File: config.mk
export PLATFORM = sky130hd
export DESIGN_NAME = cacheline_adapter_flat
export DESIGN_NICKNAME = d
export VERILOG_FILES = /design/src/rtl/cacheline_adapter_if.sv /design/src/rtl/cacheline_adapter.sv /design/src/flat_wrapper.sv
export SDC_FILE = /design/constraint.sdc
export NUM_CORES = 1
export LEC_CHECK = 0
export ABC_AREA = 1
export BUFFER_PORTS_ARGS = -buffer_cell sky130_fd_sc_hd__buf_4
export CORE_AREA = 2 2 276 278
export DETAILED_ROUTE_END_ITERATION = 8
export DIE_AREA = 0 0 278 280
export PLACE_DENSITY = 0.56
export SETUP_SLACK_MARGIN = 0.1
export SKIP_CTS_REPAIR_TIMING = 1
export SKIP_LAST_GASP = 1
export SLEW_MARGIN = 20
export SYNTH_ARGS = -nofsm -noshare
export SYNTH_HDL_FRONTEND = slang
export SYNTH_SLANG_ARGS = --single-unit
File: constraint.sdc
create_clock -name clk -period 4.2 [get_ports clk]
set_clock_uncertainty 0.05 [all_clocks]
set_input_delay 0.21 -clock clk [delete_from_list [all_inputs] [get_ports clk]]
set_output_delay 0.21 -clock clk [all_outputs]
set_load 0.01 [all_outputs]
File: src/rtl/cacheline_adapter_if.sv
// rtl/cacheline_adapter_if.sv - upstream line port and memory burst port of the cacheline adapter
interface cacheline_adapter_if;
  logic [255:0] line_i;
  logic [255:0] line_o;
  logic [31:0]  address_i;
  logic         read_i;
  logic         write_i;
  logic         resp_o;
  logic [63:0]  burst_i;
  logic [63:0]  burst_o;
  logic [31:0]  address_o;
  logic         read_o;
  logic         write_o;
  logic         resp_i;

  modport slave (
    input  line_i, address_i, read_i, write_i, burst_i, resp_i,
    output line_o, resp_o, burst_o, address_o, read_o, write_o
  );

  modport master (
    output line_i, address_i, read_i, write_i, burst_i, resp_i,
    input  line_o, resp_o, burst_o, address_o, read_o, write_o
  );
endinterface

File: src/rtl/cacheline_adapter.sv
// rtl/cacheline_adapter.sv - converts 256-bit line reads/writes into four 64-bit memory beats
module cacheline_adapter (
  input  logic               clk,
  input  logic               rst,
  cacheline_adapter_if.slave bus
);

  typedef enum logic [1:0] {
    IDLE  = 2'd0,
    READ  = 2'd1,
    WRITE = 2'd2,
    DONE  = 2'd3
  } state_e;

  state_e         state_q, state_d;
  logic [1:0]     k_q, k_d;
  logic [31:0]    addr_q, addr_d;
  logic [255:0]   wline_q, wline_d;
  logic [255:0]   rline_q, rline_d;
  logic [31:0]    aligned_addr;

  assign aligned_addr = bus.address_i & 32'hFFFF_FFE0;

  always_ff @(posedge clk) begin
    if (rst) begin
      state_q <= IDLE;
      k_q     <= 2'd0;
      addr_q  <= 32'd0;
      wline_q <= 256'd0;
      rline_q <= 256'd0;
    end else begin
      state_q <= state_d;
      k_q     <= k_d;
      addr_q  <= addr_d;
      wline_q <= wline_d;
      rline_q <= rline_d;
    end
  end

  // Read wins over write when both are requested in the same IDLE cycle.
  always_comb begin
    state_d = state_q;
    k_d     = k_q;
    addr_d  = addr_q;
    wline_d = wline_q;
    rline_d = rline_q;
    case (state_q)
      IDLE: begin
        if (bus.read_i) begin
          addr_d  = aligned_addr;
          k_d     = 2'd0;
          state_d = READ;
        end else if (bus.write_i) begin
          addr_d  = aligned_addr;
          wline_d = bus.line_i;
          k_d     = 2'd0;
          state_d = WRITE;
        end
      end
      READ: begin
        if (bus.resp_i) begin
          rline_d[{k_q, 6'd0} +: 64] = bus.burst_i;
          k_d = k_q + 2'd1;
          if (k_q == 2'd3) state_d = DONE;
        end
      end
      WRITE: begin
        if (bus.resp_i) begin
          k_d = k_q + 2'd1;
          if (k_q == 2'd3) state_d = DONE;
        end
      end
      DONE: state_d = IDLE;
      default: state_d = IDLE;
    endcase
  end

  assign bus.read_o    = (state_q == READ);
  assign bus.write_o   = (state_q == WRITE);
  assign bus.resp_o    = (state_q == DONE);
  assign bus.address_o = addr_q;
  assign bus.line_o    = rline_q;
  assign bus.burst_o   = (state_q == WRITE) ? wline_q[{k_q, 6'd0} +: 64] : 64'd0;

endmodule

File: src/flat_wrapper.sv
// flat-port wrapper written by rule: the top's interface ports become plain ports
module cacheline_adapter_flat 
  (clk, rst, bus_line_i, bus_address_i, bus_read_i, bus_write_i, bus_burst_i, bus_resp_i, bus_line_o, bus_resp_o, bus_burst_o, bus_address_o, bus_read_o, bus_write_o);
  cacheline_adapter_if bus_i ();
  input  logic clk;
  input  logic rst;
  input wire logic [$bits(bus_i.line_i)-1:0] bus_line_i;
  input wire logic [$bits(bus_i.address_i)-1:0] bus_address_i;
  input wire logic [$bits(bus_i.read_i)-1:0] bus_read_i;
  input wire logic [$bits(bus_i.write_i)-1:0] bus_write_i;
  input wire logic [$bits(bus_i.burst_i)-1:0] bus_burst_i;
  input wire logic [$bits(bus_i.resp_i)-1:0] bus_resp_i;
  output wire logic [$bits(bus_i.line_o)-1:0] bus_line_o;
  output wire logic [$bits(bus_i.resp_o)-1:0] bus_resp_o;
  output wire logic [$bits(bus_i.burst_o)-1:0] bus_burst_o;
  output wire logic [$bits(bus_i.address_o)-1:0] bus_address_o;
  output wire logic [$bits(bus_i.read_o)-1:0] bus_read_o;
  output wire logic [$bits(bus_i.write_o)-1:0] bus_write_o;
  assign bus_i.line_i = bus_line_i;
  assign bus_i.address_i = bus_address_i;
  assign bus_i.read_i = bus_read_i;
  assign bus_i.write_i = bus_write_i;
  assign bus_i.burst_i = bus_burst_i;
  assign bus_i.resp_i = bus_resp_i;
  assign bus_line_o = bus_i.line_o;
  assign bus_resp_o = bus_i.resp_o;
  assign bus_burst_o = bus_i.burst_o;
  assign bus_address_o = bus_i.address_o;
  assign bus_read_o = bus_i.read_o;
  assign bus_write_o = bus_i.write_o;
  cacheline_adapter u_core (.clk(clk), .rst(rst), .bus(bus_i));
endmodule
==> results of run 1 <==
sequential cells by signal, summed over array words and instances (netlist names):
signal and flops:
u_core.state_q 2, u_core.k_q 2, u_core.wline_q 256, u_core.bus.line_o 256
u_core.bus.address_o 27
tightest hold or removal path, cell delays in order:
cell,delay (ps)
buf_4,120
inv_1,40
nand2_1,80
nand4_1,100
nand2_1,60
nor2_1,30
metal layers:
layer / track usage (%) / vias to the layer above / share of wire, %
met3: 7.694 / 141 / 8.1
met5: 0 / - / 0.014
met1: 26.51 / 10950 / 41
met4: 6.292 / 2 / 2.5
li1: - / 11540 / -
met2: 36.75 / 756 / 48
path summary, 6_finish.rpt:
| path | startpoint | to | cells past startpoint |
|---|---|---|---|
| max | u_core.k_q[0]$_SDFFE_PP0P_ | bus_burst_o[0] | 6 |
| min | bus_resp_i | u_core.k_q[1]$_SDFFE_PP0P_ | 6 |
| max reg2reg | u_core.k_q[0]$_SDFFE_PP0P_ | u_core.bus.line_o[184]$_SDFFE_PP0P_ | 8 |
| min reg2reg | u_core.wline_q[52]$_SDFFE_PP0P_ | u_core.wline_q[52]$_SDFFE_PP0P_ | 2 |
cell families (layout without fill, tap and decap cells):
kind of cell             count (synthesis)  count (layout)  synth area share, %
AND/OR/NAND/NOR                        568             568                10.65
buffers and inverters                  595            1528                10.68
other                                    1              23              0.01717
adder cells (fa/ha/maj)                 11              11               0.6301
AO/OA/AOI/OAI                         1233            1233                28.25
flip-flops                             543             543                49.77
placed cells by master, fill, tap and decap left out:
master / Yosys / layout
a21oi_1: 704 / 704
buf_12: 0 / 10
buf_4: 8 / 724
bufinv_16: 0 / 5
clkbuf_1: 171 / 14
clkbuf_16: 0 / 62
clkbuf_8: 0 / 11
clkinv_2: 0 / 10
clkinv_4: 0 / 1
clkinvlp_4: 0 / 1
conb_1: 1 / 5
dfxtp_1: 543 / 541
dfxtp_4: 0 / 2
diode_2: 0 / 18
dlygate4sd3_1: 0 / 348
ha_1: 11 / 11
inv_1: 330 / 329
inv_16: 0 / 2
inv_2: 6 / 6
inv_4: 0 / 2
inv_6: 0 / 2
inv_8: 0 / 1
nand2_1: 290 / 289
nand2_2: 0 / 1
nand3_1: 133 / 131
nand3_2: 1 / 2
nand3_4: 0 / 1
nand4_1: 1 / 1
nor2_1: 137 / 136
nor2_2: 5 / 1
nor2_4: 1 / 6
o21ai_0: 522 / 522
o21ai_1: 7 / 7
power groups by stage:
| stage | Clock, uW | Sequential [uW] | Combinational [uW] |
|---|---|---|---|
| final | 5510 | 6130 | 5610 |
| after global routing | 5810 | 6210 | 6150 |
| after CTS | 5630 | 6130 | 5340 |
| after detailed placement | 0 | 6230 | 5340 |
| after global placement | 0 | 6230 | 5320 |
| after floorplan | 0 | 6200 | 3090 |
stage by stage:
stage	cells	worst slack [ps]	hold WS (ps)	total power (uW)	utilization [%]
floorplan	2955	2095	294.9	9295	-
global placement	4410	1122	379.7	11550	36.86
detailed placement	4410	1006	383.0	11570	36.86
CTS	4518	867.3	-287.2	17100	39.57
global route	4881	725.5	34.71	18170	44.25
finish	4884	972.9	7.233	17250	44.26
area by class of cell:
cell class / count / area (um^2)
Inverter: 338 / 1280
Antenna cell: 18 / 45.04
Sequential cell: 543 / 10880
Timing Repair Buffer: 1082 / 9119
Multi-Input combinational cell: 1817 / 8702
Tap cell: 978 / 1224
Clock inverter: 21 / 275.3
Clock buffer: 87 / 1755
Fill cell: 7569 / 41910
==> results.toml, run 1 <==
[placement]
hpwlAfterDp_mm = 60.66
dpl_cell_area_um2 = 27720
numPortBuffers = 701
gp_congestion = 0.8694

[yosys]
seq_area_frac_synth_pct = 49.77
synth_cells = 2951
ys_types = 20
ys.flop_type = "dfxtp_1"
yosysTopAreaCell = "dfxtp_1"
synthTopCellsByCount = "a21oi_1 (704), dfxtp_1 (543), o21ai_0 (522), inv_1 (330), nand2_1 (290)"
ys_warn_count = 0
synth_most_common_cell = "a21oi_1"
synth_area_leaders = "dfxtp_1 (50%), a21oi_1 (16%), o21ai_0 (12%)"
synth-edff-count = 0
avgSynthCellArea_um2 = 7.402
synth-async-reset-ratio_pct = 0
ys_ff_latch = 543
synth_top_cell_area_share_pct = 49.77
syn-cell-area_um2 = 21840

[global_route]
grt.total_usage_pct = 21.94
grt_pass1_wl_mm = 132.1
antenna_found_initial = 19
grt_pass1_vias = 20340
grt_max_degree = 177
overflow = 0

[sta]
finalCritPeriodShare_pct = 76.84
tightest_slew_ps = 1059
rsz0062_at_grt = "false"
fmax_mhz = 309.9
setup-violations-final = 0
fin_crit_ps = 3227
tns_ps = 0
relSlewSlack_pct = 29.42
final_max_slew_viol_count = 0
hold_violations = 0

[route]
dr_total_vias = 23390
routed_wl_mm = 93.06
drt_iter0_drc = 1770
drt.antenna.violating_nets = 0
via_per_inst = 4.789
drc_errors = 0
dr.pass1.iters = 8
routedWlPerCell_um = 19.05

[clock_network]
cts.clk_slew.worst_paths_ps = 60
insertion_delay_ps = 620
tritoncts = "yes"
h-tree-depth = 2
cts_buffer_depth = 3
cts.sinks = 543
clockRootBuffer = "clkbuf_16"
cts_buffers = 60

[pwr]
p_clk_share_pct = 31.9
p_comb_share_pct = 32.5
power_frac_seq_pct = 35.6
intPower_uw = 10930
peakVddDrop_uv = 385.4
p_switching_uw = 6312
cellPowerDensity_nw_per_um2 = 518.2
p_leak_uw = 0.01363
switching_share_pct = 36.60

[floorplan]
die_area_um2 = 77840
io_pins = 712
rows = 101
coreArea_um2 = 75190
dieHeight_um = 280
start_util_pct = 29.05
die_w_um = 278

[layout]
final_nets = 4210
drive_above_1_share_pct = 21.86
synthToLayoutAreaGrowth_pct = 52.35
final_area_um2 = 33280

[critical_path]
slowest_stage = "dfxtp_4"
critPathKind = "flop to primary output"
critPathBufInv = 3
arrival_ps = 2970
reg2reg_slack_ps = 1090
max_stage_delay_ps = 810
cp_cell_sequence = "inv_4, buf_4, a21oi_1, o21ai_0, a21oi_1, buf_4"
path_max_fanout = 66
crit_family = "flip-flops"
worstSetupEndpointType = "primary output"
cp-start-kind = "flop"
required_ps = 3940

[run]
cap_violations = 0

[worst_hold_path]
worst_hold_path_type = "primary input to flop"

[run_status]
status = "finished, final reports clean"
Note: power is estimated with default switching activity, not from simulation.
==> run 2, diff against run 1 <==
--- a/config.mk
+++ b/config.mk
@@ -5,12 +5,12 @@
 export SDC_FILE = /design/constraint.sdc
 export NUM_CORES = 1
 export LEC_CHECK = 0
-export ABC_AREA = 1
+export ABC_AREA = 0
 export BUFFER_PORTS_ARGS = -buffer_cell sky130_fd_sc_hd__buf_4
-export CORE_AREA = 2 2 276 278
+export CORE_AREA = 2 2 281 283
 export DETAILED_ROUTE_END_ITERATION = 8
-export DIE_AREA = 0 0 278 280
-export PLACE_DENSITY = 0.56
+export DIE_AREA = 0 0 283 285
+export PLACE_DENSITY = 0.55
 export SETUP_SLACK_MARGIN = 0.1
 export SKIP_CTS_REPAIR_TIMING = 1
 export SKIP_LAST_GASP = 1
==> constraint.sdc (replaced) <==
create_clock -name clk -period 2.89 [get_ports clk]
set_clock_uncertainty 0.05 [all_clocks]
set_input_delay 0.1445 -clock clk [delete_from_list [all_inputs] [get_ports clk]]
set_output_delay 0.1445 -clock clk [all_outputs]
set_load 0.01 [all_outputs]
==> run 2 against run 1 <==
Effect of this change:
- die area grew 3.6%
- count of clock-buffer cells in the layout is 2 higher
- first-iteration DRC count decreased by 19%
- worst hold slack improved by 37 ps
- highest routed layer unchanged
==> results.toml, run 2 <==
[run_status]
status = "finished, final reports clean"

[layout]
final_nets = 3819
final_cell_mix = "nand2_1 (760), buf_4 (719), dfxtp_1 (541)"
synthToLayoutAreaGrowth_pct = 57.61
final_common_cell = "nand2_1"
drive_above_1_share_pct = 26.67
stdcell_count = 4570
fillers = 7682
finish.utilization_pct = 42.87
final_area_um2 = 33420

[yosys]
seq_area_frac_synth_pct = 51.26
avgSynthCellArea_um2 = 8.445
yosysTopAreaCell = "dfxtp_1"
synth-async-reset-ratio_pct = 0
synthAdderAreaFrac_pct = 0.6490
synthTopCellsByCount = "nand2_1 (760), dfxtp_1 (543), a21oi_1 (476), nand3_1 (191), clkbuf_1 (133)"
synth-edff-count = 0
synth_most_common_cell = "nand2_1"
synth_cells = 2511
synth_compound_area_share_pct = 14.28
synth_area_leaders = "dfxtp_1 (51%), nand2_1 (13%), a21oi_1 (11%)"
ys_ff_latch = 543
syn-cell-area_um2 = 21210
synth_xor_area_share_pct = 0
synth_top_family_by_area = "simple AND/OR/NAND/NOR gates"
synth_top_cell_area_share_pct = 51.26
ys_types = 38
synth-simple-area-share_pct = 21.89
ys.flop_type = "dfxtp_1"
ys_warn_count = 0
synth.mux.area_fraction_pct = 6.797

[global_route]
grt_max_degree = 112
antenna_found_initial = 18
overflow = 0
grt_pass1_vias = 19220
grt.total_usage_pct = 19.90
grt_pass1_wl_mm = 124.8

[placement]
dp.cells = 4080
gp_congestion = 0.8555
dpl_cell_area_um2 = 27560
numPortBuffers = 701
hpwlAfterDp_mm = 57.37

[pwr]
peakVddDrop_uv = 482.6
cellPowerDensity_nw_per_um2 = 682.7
p_leak_uw = 0.01310

[worst_hold_path]
min_from = "bus_write_i"
worst_hold_path_type = "primary input to flop"

[run]
cap_violations = 0

[route]
routedWlPerCell_um = 19.39
drt.antenna.violating_nets = 0
dr.pass1.iters = 5
via_per_inst = 4.774
routed_wl_mm = 88.63
drt_iter0_drc = 1430
dr_total_vias = 21820
drc_errors = 0

[sta]
setup-violations-final = 0
fin_crit_ps = 2624
rsz0062_at_grt = "false"
fmax_mhz = 381.1
finalCritPeriodShare_pct = 90.79
tightest_slew_ps = 777.7
relSlewSlack_pct = 47.96
hold_violations = 0
hold_slack_ps = 44.56
final_max_slew_viol_count = 0

[clock_network]
cts.clk_slew.worst_paths_ps = 60
cts_buffers = 61
h-tree-depth = 2
cts_buffer_depth = 3
insertion_delay_ps = 640
cts.sinks = 543
tritoncts = "yes"
clockRootBuffer = "clkbuf_16"

[floorplan]
dieHeight_um = 285
die_w_um = 283
rows = 103
coreArea_um2 = 77970
start_util_pct = 27.20
io_pins = 712
die_area_um2 = 80660

[critical_path]
path_max_fanout = 32
slowest_stage = "mux4_2"
required_ps = 2700
crit_start = "u_core.k_q[0]$_SDFFE_PP0P_"
max_stage_delay_ps = 550
cp_cell_sequence = "buf_16, mux4_2, and2_1, buf_4"
worstSetupEndpointType = "primary output"
critPathBufInv = 2
r2r-start = "u_core.state_q[1]$_SDFFE_PP0P_"
crit_family = "multiplexers"
cp-start-kind = "flop"
arrival_ps = 2430
critPathKind = "flop to primary output"
-- run 2: changes by cell type in the layout (fill, tap and decap cells not counted), moves of 72 or more --
cell / delta
nand2_1: +471
nor2_1: -72
o21ai_0: -519
a21oi_1: -228
inv_1: -323
-- run 2: stage by stage --
| step | setup TNS [ps] | total power (uW) | setup WS (ps) |
|---|---|---|---|
| after detailed placement | 0 | 14060 | 519.6 |
| after CTS | -37.88 | 22550 | -17.55 |
| after floorplan | 0 | 11590 | 577.4 |
| final | 0 | 22820 | 266.1 |
| after global placement | 0 | 14010 | 549.1 |
| after global routing | 0 | 23860 | 74.06 |
-- run 2: final timing paths --
path / to / slack (ps) / cells past startpoint
worst max-delay path: bus_burst_o[0] / 270 / 4
worst min-delay path: u_core.state_q[1]$_SDFFE_PP0P_ / 40 / 4
worst max register to register: u_core.wline_q[172]$_SDFFE_PP0P_ / 310 / 7
worst min register to register: u_core.bus.line_o[177]$_SDFFE_PP0P_ / 400 / 2
-- run 2: cell families (layout without fill, tap and decap cells) --
| logic type | count (synthesis) | in the layout |
|---|---|---|
| adders and majority gates | 11 | 11 |
| buffers and inverters | 239 | 1226 |
| other | 1 | 23 |
| and+or+nand+nor | 1101 | 1101 |
| DFF | 543 | 543 |
| muxes | 64 | 64 |
| AOI/OAI and AO/OA | 552 | 552 |
-- run 2: where the power goes --
group	internal, uW	switching, uW	leakage (uW)
Sequential	8080	357	0.00440
Combinational	2490	3450	0.00762
Clock	5110	3340	0.00108
-- run 2: per-layer routing --
metal	GRT usage (%)	up-vias	part of all wire (%)
met5	0	-	0.015
met4	8.617	2	3.8
met3	4.088	185	6.2
met2	33.16	762	49
met1	24.92	10460	41
li1	-	10410	-
-- run 2: area by class of cell --
class	instances	area, um^2	share of cell area (%)
Antenna cell	18	45.04	0.1348
Tap cell	1050	1314	3.931
Clock buffer	89	1824	5.458
Sequential cell	543	10880	32.55
Multi-Input combinational cell	1733	9370	28.04
Inverter	6	22.52	0.06739
Clock inverter	25	389.1	1.164
Timing Repair Buffer	1106	9579	28.66
-- run 2: tightest hold or removal path, stage by stage --
cell      delay (ps)
buf_4            170
nor3b_2          110
o211ai_1         180
o41ai_1           70
